## config.mk

```make
export PLATFORM = sky130hd
export DESIGN_NAME = seq_gen
export DESIGN_NICKNAME = d
export VERILOG_FILES = /design/src/rtl/seq_pkg.sv /design/src/rtl/seq_gen_shreg.sv /design/src/rtl/seq_gen.sv
export SDC_FILE = /design/constraint.sdc
export NUM_CORES = 1
export LEC_CHECK = 0
export CORE_AREA = 2 2 39 41
export CTS_CLUSTER_SIZE = 25
export DETAILED_ROUTE_END_ITERATION = 10
export DIE_AREA = 0 0 41 43
export GPL_TIMING_DRIVEN = 0
export HOLD_SLACK_MARGIN = 0.06
export PLACE_DENSITY_LB_ADDON = 0.2
export SYNTH_ARGS = -nofsm -noshare
export SYNTH_HDL_FRONTEND = slang
export SYNTH_SLANG_ARGS = --single-unit
export TNS_END_PERCENT = 30
```

## constraint.sdc

```tcl
create_clock -name clk -period 1.25 [get_ports clk]
set_input_delay 0.25 -clock clk [delete_from_list [all_inputs] [get_ports clk]]
set_output_delay 0.25 -clock clk [all_outputs]
set_load 0.05 [all_outputs]
```

## src/rtl/seq_pkg.sv

```systemverilog
// rtl/seq_pkg.sv - shared state encoding and default parameters for seq_gen
package seq_pkg;

    typedef enum logic [1:0] {
        ST_IDLE  = 2'd0,
        ST_SHIFT = 2'd1,
        ST_GAP   = 2'd2
    } state_e;

    localparam int DEF_N   = 4;
    localparam int DEF_GAP = 0;
    localparam int DEF_RW  = 4;

endpackage

```

## src/rtl/seq_gen_shreg.sv

```systemverilog
// rtl/seq_gen_shreg.sv - N-bit load/shift register with bit counter and last-bit flag
module seq_gen_shreg #(
    parameter int N = 4
) (
    input  logic         clk,
    input  logic         rstn,
    input  logic         load,
    input  logic         shift,
    input  logic [N-1:0] load_data,
    output logic         tx_bit,
    output logic         last_bit
);

    localparam int CW = $clog2(N);

    logic [N-1:0]  shreg_q, shreg_d;
    logic [CW-1:0] bit_cnt_q, bit_cnt_d;

    // On load the MSB leaves immediately, so only the remaining bits are stored
    always_comb begin
        shreg_d   = shreg_q;
        bit_cnt_d = bit_cnt_q;
        if (load) begin
            shreg_d   = {load_data[N-2:0], 1'b0};
            bit_cnt_d = '0;
        end else if (shift) begin
            shreg_d   = {shreg_q[N-2:0], 1'b0};
            bit_cnt_d = bit_cnt_q + CW'(1);
        end
    end

    // Register and counter state
    always_ff @(posedge clk or negedge rstn) begin
        if (!rstn) begin
            shreg_q   <= '0;
            bit_cnt_q <= '0;
        end else begin
            shreg_q   <= shreg_d;
            bit_cnt_q <= bit_cnt_d;
        end
    end

    // Bit to put on the line at the coming edge: fresh word MSB on load, else stored MSB
    assign tx_bit   = load ? load_data[N-1] : shreg_q[N-1];
    assign last_bit = (bit_cnt_q == CW'(N-1));

endmodule

```

## src/rtl/seq_gen.sv

```systemverilog
// rtl/seq_gen.sv - MSB-first serial word transmitter with gap and optional repeats (SEQ_GEN_REPEAT_EN)
module seq_gen
    import seq_pkg::*;
#(
    parameter int N   = DEF_N,
    parameter int GAP = DEF_GAP
`ifdef SEQ_GEN_REPEAT_EN
    , parameter int RW = DEF_RW
`endif
) (
    input  logic          clk,
    input  logic          rstn,
    input  logic          start_valid,
    output logic          start_ready,
    input  logic [N-1:0]  word_i,
`ifdef SEQ_GEN_REPEAT_EN
    input  logic [RW-1:0] repeat_i,
`endif
    output logic          xout,
    output logic          busy,
    output logic          done_o
);

    state_e       state_q, state_d;
    logic         xout_q, xout_d;
    logic         done_q, done_d;
    logic [N-1:0] hold_q, hold_d;
    logic [N-1:0] sh_data;
    logic         sh_load, sh_shift, sh_tx_bit, sh_last;
    logic         gap_last;
    logic         reps_left;

`ifdef SEQ_GEN_REPEAT_EN
    logic [RW-1:0] rep_cnt_q, rep_cnt_d;
    assign reps_left = (rep_cnt_q != '0);
`else
    assign reps_left = 1'b0;
`endif

    seq_gen_shreg #(.N(N)) u_shreg (
        .clk       (clk),
        .rstn      (rstn),
        .load      (sh_load),
        .shift     (sh_shift),
        .load_data (sh_data),
        .tx_bit    (sh_tx_bit),
        .last_bit  (sh_last)
    );

    generate
        if (GAP > 0) begin : g_gap
            localparam int GW = $clog2(GAP + 1);
            logic [GW-1:0] gap_cnt_q, gap_cnt_d;

            // Gap counter runs only while in the gap state and is cleared elsewhere
            always_comb begin
                gap_cnt_d = (state_q == ST_GAP) ? gap_cnt_q + GW'(1) : '0;
            end

            // Gap counter register
            always_ff @(posedge clk or negedge rstn) begin
                if (!rstn) gap_cnt_q <= '0;
                else       gap_cnt_q <= gap_cnt_d;
            end

            assign gap_last = (gap_cnt_q == GW'(GAP - 1));
        end else begin : g_no_gap
            assign gap_last = 1'b1;
        end
    endgenerate

    // Next-state, serial output and counter decisions
    always_comb begin
        state_d   = state_q;
        xout_d    = 1'b0;
        done_d    = 1'b0;
        hold_d    = hold_q;
        sh_data   = hold_q;
        sh_load   = 1'b0;
        sh_shift  = 1'b0;
`ifdef SEQ_GEN_REPEAT_EN
        rep_cnt_d = rep_cnt_q;
`endif
        case (state_q)
            ST_IDLE: begin
                if (start_valid) begin
                    state_d   = ST_SHIFT;
                    hold_d    = word_i;
                    sh_data   = word_i;
                    sh_load   = 1'b1;
                    xout_d    = sh_tx_bit;
`ifdef SEQ_GEN_REPEAT_EN
                    rep_cnt_d = repeat_i;
`endif
                end
            end
            ST_SHIFT: begin
                if (!sh_last) begin
                    sh_shift = 1'b1;
                    xout_d   = sh_tx_bit;
                end else if (GAP > 0) begin
                    state_d = ST_GAP;
                end else if (reps_left) begin
                    sh_load   = 1'b1;
                    xout_d    = sh_tx_bit;
`ifdef SEQ_GEN_REPEAT_EN
                    rep_cnt_d = rep_cnt_q - RW'(1);
`endif
                end else begin
                    state_d = ST_IDLE;
                    done_d  = 1'b1;
                end
            end
            ST_GAP: begin
                if (gap_last) begin
                    if (reps_left) begin
                        state_d   = ST_SHIFT;
                        sh_load   = 1'b1;
                        xout_d    = sh_tx_bit;
`ifdef SEQ_GEN_REPEAT_EN
                        rep_cnt_d = rep_cnt_q - RW'(1);
`endif
                    end else begin
                        state_d = ST_IDLE;
                        done_d  = 1'b1;
                    end
                end
            end
            default: state_d = ST_IDLE;
        endcase
    end

    // FSM state and registered outputs; reset drops any partial word without a done pulse
    always_ff @(posedge clk or negedge rstn) begin
        if (!rstn) begin
            state_q   <= ST_IDLE;
            xout_q    <= 1'b0;
            done_q    <= 1'b0;
            hold_q    <= '0;
`ifdef SEQ_GEN_REPEAT_EN
            rep_cnt_q <= '0;
`endif
        end else begin
            state_q   <= state_d;
            xout_q    <= xout_d;
            done_q    <= done_d;
            hold_q    <= hold_d;
`ifdef SEQ_GEN_REPEAT_EN
            rep_cnt_q <= rep_cnt_d;
`endif
        end
    end

    assign start_ready = (state_q == ST_IDLE);
    assign busy        = (state_q != ST_IDLE);
    assign xout        = xout_q;
    assign done_o      = done_q;

endmodule

```

==> results of run 1 <==
-- registers in the layout, summed over array words and instances (netlist names) --
name	flops
done_o	1
xout	1
u_shreg.bit_cnt_q	2
state_q	1
u_shreg.shreg_q	3
-- through the flow --
stage	cell area (µm²)	util
final	594.3	0.4295
after floorplan	419.2	-
after CTS	560.5	0.4051
after global routing	594.3	0.4295
after global placement	529.3	0.3825
after detailed placement	529.3	0.3825
-- placed cells by master (no fill, tap or decap) --
| cell | instances |
|---|---|
| clkbuf_4 | 3 |
| nand2_1 | 1 |
| buf_6 | 2 |
| buf_8 | 2 |
| mux2i_1 | 8 |
| buf_2 | 1 |
| o2bb2ai_1 | 3 |
| buf_4 | 5 |
| dfrtp_1 | 7 |
| nor2b_4 | 1 |
| clkinvlp_4 | 1 |
| o21bai_1 | 1 |
| nor2_1 | 1 |
| clkbuf_1 | 1 |
| clkdlybuf4s15_2 | 2 |
| dfrtp_2 | 1 |
| clkdlybuf4s50_1 | 5 |
| a22o_1 | 1 |
| xnor2_1 | 1 |
| ha_1 | 1 |
| and2_1 | 1 |
-- cell type report --
type | count | area (µm²) | share of cell area
inverter | 1 | 7.507 | 0.01263
tap | 16 | 20.02 | 0.03368
clock buffer | 4 | 26.28 | 0.04421
timing repair buffer | 13 | 122.6 | 0.2063
multi-input combinational | 19 | 171.4 | 0.2884
buffer | 4 | 45.04 | 0.07579
sequential | 8 | 201.4 | 0.3389
-- logic make-up after synthesis --
group | Yosys count | synth area share
compound gates | 5 | 0.1027
xor+xnor | 1 | 0.02115
fa+ha+maj | 1 | 0.03021
buf+inv | 5 | 0.1027
flops | 8 | 0.4834
mux | 8 | 0.1934
simple gates | 4 | 0.06645
-- where the power goes --
group	internal (W)	switching, W	leakage (nW)
Clock	0.000122	0.0000931	0.0150
Sequential	0.000372	0.0000713	0.101
Combinational	0.000413	0.000466	0.157
Total	0.000907	0.000631	0.272
-- metal layers --
| metal | up-vias | GRT usage | routed length [µm] |
|---|---|---|---|
| li1 | 144 | - | - |
| met1 | 143 | 0.1661 | 342 |
| met2 | 8 | 0.1781 | 444 |
| met3 | 2 | 0.04712 | 41 |
| met4 | 0 | 0.1000 | 8 |
| met5 | - | 0 | 0 |
-- how the worst max path moves through the flow --
stage / cells after the start / start / endpoint / slack [ps]
after floorplan: 3 / state_q[0]$_DFFE_PN0P_ / state_q[0]$_DFFE_PN0P_ / 20
after global placement: 3 / state_q[0]$_DFFE_PN0P_ / start_ready / -400
after detailed placement: 3 / state_q[0]$_DFFE_PN0P_ / start_ready / -420
after CTS: 3 / state_q[0]$_DFFE_PN0P_ / start_ready / -60
after global routing: 3 / state_q[0]$_DFFE_PN0P_ / start_ready / -40
final: 3 / state_q[0]$_DFFE_PN0P_ / start_ready / -2
-- critical path: cells and delay by family, from the launching register on --
kind / cells / cell delay (ps)
flip-flops: 1 / 410
buffers and inverters: 3 / 330
-- what timing repair did --
item / in CTS / in global routing
endpoints found under the setup margin: 4 / 6
resized for setup: 16 / 6
setup buffers: 0 / 4
==> reports/results.ini, run 1 <==
[floorplanning]
die_w_um = 41
die_h_um = 43
initial_utilization = 0.2993
die-area_mm2 = 0.001763
io_pins = 11
num_rows = 14
core_area_mm2 = 0.001384

[grt]
grt_use_total = 0.1329
grt_max_degree = 10
grt_pass1_vias = 300
antenna_found_initial = 0
grt_pass1_wl_um = 1435
overflow = 0

[worst_setup_path]
reg2reg_depth = 4
crit_slowest_cell = dfrtp_2
crit_type = flop to output pin
rrSetupSlack_ps = 60
crit_path_cell_trace = buf_8 > clkinvlp_4 > buf_8
cp_max_fo = 3
critPathMaxStageDelay_ps = 410
end_kind = output pin
cp-start-kind = flop
rr_endpoint = u_shreg.bit_cnt_q[0]$_DFFE_PN0P_
arrival_ps = 1000
cpMostUsedCell = buf_8
r2r_start = u_shreg.bit_cnt_q[1]$_DFFE_PN0P_
required_ps = 1000

[final_layout]
nets = 58
fillers = 127
drive_gt1_frac = 0.3673
num_antenna_cells = 0
area_growth_pct = 43.50
final_cell_count_no_fill = 65

[timing]
hold_violations = 0
min_period_ps = 1252
finalCritPeriodShare = 1.002
final-setup-viol-count = 1
skew_ps = 5.456
max_freq_mhz = 798.7
max-slew-margin-rel = 0.7559
maxSlewViolCount = 0
rsz0062_at_grt = true
worst_slack_ps = -1.967
tightest_slew_ps = 365.0
finalSetupTns_ps = -1.967
hold_slack_ps = 270.4

[clocking]
cts.clk_slew.worst_paths_ps = 60
cts-root-buf = clkbuf_4
numCtsBuffers = 3
ctsLongestPathBuffers = 2
cts_tree = done
clk_latency_ps = 260
cts.sinks = 8
ctsHoldBuffers = 0
cts_max_level = 1

[yosys]
synth_top_cell_by_area = dfrtp_1
yosysUniqueCellTypes = 14
async_flop_share = 1.000
synthTopCellsByArea = dfrtp_1 (48%), mux2i_1 (19%), buf_6 (8.2%)
synth_area_um2 = 414.1
ys_ff_latch = 8
synthCells = 32
syn_nets = 40
synth_top_area_frac = 0.4834
avgSynthCellArea_um2 = 12.94
synth_flop_cell = dfrtp_1
ys_warn_count = 0
synthTopCellsByCount = dfrtp_1 (8), mux2i_1 (8), buf_6 (3), o2bb2ai_1 (3)
seq_area_frac_synth = 0.4834
synth_edf_count = 0

[flow_run]
maxCapViolCount = 0

[pwr]
max-vdd-ir-drop_v = 0.0007195
power_density_mw_per_mm2 = 2588
power_leakage_nw = 0.2724
p_total_w = 0.001538

[worst_hold_path]
hold_path.class = input port to async pin

[place]
hpwlAfterDp_um = 627.9
dp.cells = 57
port-buffer-count = 9
gp_congestion = 0.6508
preCtsSetupSlack_ps = -415.1

[routing]
drt_iter0_markers = 3
wl_per_cell_um = 12.88
route.detailed.drc = 0
antenna_left = 0
route.vias.total = 297
dr.pass1.iters = 2
viasPerCell = 4.569
wirelength_um = 837

[status]
status = complete, but fails checks
violations = negative setup slack

Note: power is estimated with default switching activity, not from simulation.
==> run 2: changes to the inputs <==
- GPL_TIMING_DRIVEN: 0 -> default
- SKIP_CTS_REPAIR_TIMING: default -> 1
==> reports/results.ini, run 2 (same netlist as run 1, synthesis figures left out) <==
[status]
status = complete, but fails checks
violations = negative setup slack

[grt]
grt_pass1_vias = 288  ; -4.0%
grt_max_degree = 9  ; -1
grt_use_total = 0.1100  ; -0.02287
antenna_found_initial = 0  ; unchanged
overflow = 0  ; unchanged
grt_pass1_wl_um = 1235  ; -14%

[clocking]
cts-root-buf = clkbuf_4
cts_tree = done
clk_latency_ps = 260  ; about the same
numCtsBuffers = 3  ; unchanged
cts.clk_slew.worst_paths_ps = 60  ; about the same
cts.sinks = 8  ; unchanged
ctsLongestPathBuffers = 2  ; unchanged
cts_max_level = 1  ; unchanged

[floorplanning]
initial_utilization = 0.2993  ; unchanged
die_w_um = 41  ; unchanged
num_rows = 14  ; unchanged
io_pins = 11  ; unchanged
die_h_um = 43  ; unchanged
die-area_mm2 = 0.001763  ; unchanged
core_area_mm2 = 0.001384  ; unchanged

[pwr]
power_leakage_nw = 0.2565  ; -5.9%
power_density_mw_per_mm2 = 2663  ; +2.9%
max-vdd-ir-drop_v = 0.0007129  ; -0.92%

[worst_setup_path]
required_ps = 1000  ; about the same
end_kind = output pin
arrival_ps = 1020  ; +20 ps
reg2reg_depth = 4  ; unchanged
crit_type = flop to output pin
cp-startpoint = state_q[0]$_DFFE_PN0P_
cp-start-kind = flop
r2r_start = state_q[0]$_DFFE_PN0P_
cp_max_fo = 5  ; +2

[timing]
final-setup-viol-count = 1  ; unchanged
hold_violations = 0  ; unchanged
worst_slack_ps = -24.34  ; -22.38 ps
skew_ps = 5.902  ; +0.4461 ps
finalCritPeriodShare = 1.019  ; +0.01790
tightest_slew_ps = 374.5  ; +9.563 ps
max-slew-margin-rel = 0.7495  ; -0.006395
finalSetupTns_ps = -24.34  ; -22.38 ps
maxSlewViolCount = 0  ; unchanged
rsz0062_at_grt = true
min_period_ps = 1274  ; +22.38 ps
max_freq_mhz = 784.7  ; -1.8%

[routing]
wirelength_um = 749  ; -11%
antenna_left = 0  ; unchanged
route.detailed.drc = 0  ; unchanged
drt_iter0_markers = 0  ; -3
viasPerCell = 4.667  ; +2.1%
wl_per_cell_um = 12.48  ; -3.1%
route.vias.total = 280  ; -5.7%
dr.pass1.iters = 1  ; -1

[final_layout]
area_growth_pct = 41.09
largest_reg_flops = 3  ; unchanged
num_antenna_cells = 0  ; unchanged
drive_gt1_frac = 0.2955  ; -0.07189
top_regs = u_shreg.shreg_q x3, u_shreg.bit_cnt_q x2
design_area_um2 = 584.3  ; -1.7%
final_cell_count_no_fill = 60  ; -7.7%
final_cell_mix = mux2i_1 (8), dfrtp_1 (7), clkdlybuf4s50_1 (6), buf_12 (4)
regMostFlops = u_shreg.shreg_q
nets = 53  ; -8.6%
final_common_cell = mux2i_1

[worst_hold_path]
hold_path.class = input port to async pin

[place]
port-buffer-count = 10  ; +1
hpwlAfterDp_um = 576.1  ; -8.2%
gp_congestion = 0.6635  ; +2.0%
placed_area_um2 = 548.0  ; +3.5%
dp.cells = 55  ; -3.5%

[flow_run]
maxCapViolCount = 0  ; unchanged

run 2: cell types whose count changed in the layout (fill, tap and decap cells not counted), sizes merged:
cell           before  now
clkdlybuf4s50       5    6
clkdlybuf4s15       2    0
buf                10    6
run 2: power by group:
group | total, W | leakage (nW) | internal, W | switching [W]
sequential | 0.000485 | 0.101 | 0.000373 | 0.000112
clock | 0.000216 | 0.0150 | 0.000122 | 0.0000935
combinational | 0.000855 | 0.141 | 0.000443 | 0.000411
total | 0.00156 | 0.256 | 0.000939 | 0.000617
run 2: per-stage QoR:
stage	hold WS [ps]	power, W	worst slack, ps	utilization
final	274.7	0.001556	-24.34	0.4222
after CTS	281.6	0.001549	-83.21	0.4150
after detailed placement	506.4	0.001326	-65.36	0.3960
after global placement	502.1	0.001299	-41.97	0.3960
after global routing	303.7	0.001648	-64.77	0.4222
after floorplan	-45.59	0.001002	20.81	-
run 2: area by class of cell:
cell class                      instances  area, µm²
Clock buffer                            4      26.28
Fill cell                             137      799.5
Inverter                                1      7.507
Multi-Input combinational cell         19      173.9
Sequential cell                         8      201.4
Tap cell                               16      20.02
Timing Repair Buffer                   12      155.1
run 2: layer usage:
layer,vias to the layer above,share of wire,track usage
met2,6,0.55,0.1719
met1,141,0.40,0.1176
met3,0,0.051,0.03141
met5,-,0,0
met4,0,0,0.08000
li1,133,-,-
run 2: final timing paths:
path	end	slack, ps
worst min-delay path	u_shreg.shreg_q[3]$_DFFE_PN0P_	270
worst max-delay path	start_ready	-20
max in group asynchronous	state_q[0]$_DFFE_PN0P_	690
worst max register to register	u_shreg.shreg_q[1]$_DFFE_PN0P_	90
worst min register to register	u_shreg.bit_cnt_q[1]$_DFFE_PN0P_	520
min in group clk	u_shreg.bit_cnt_q[1]$_DFFE_PN0P_	520
run 2: worst max-delay path: stages, from the launching register on:
cell and delay, ps:
dfrtp_2 450, clkinvlp_4 150, buf_12 170
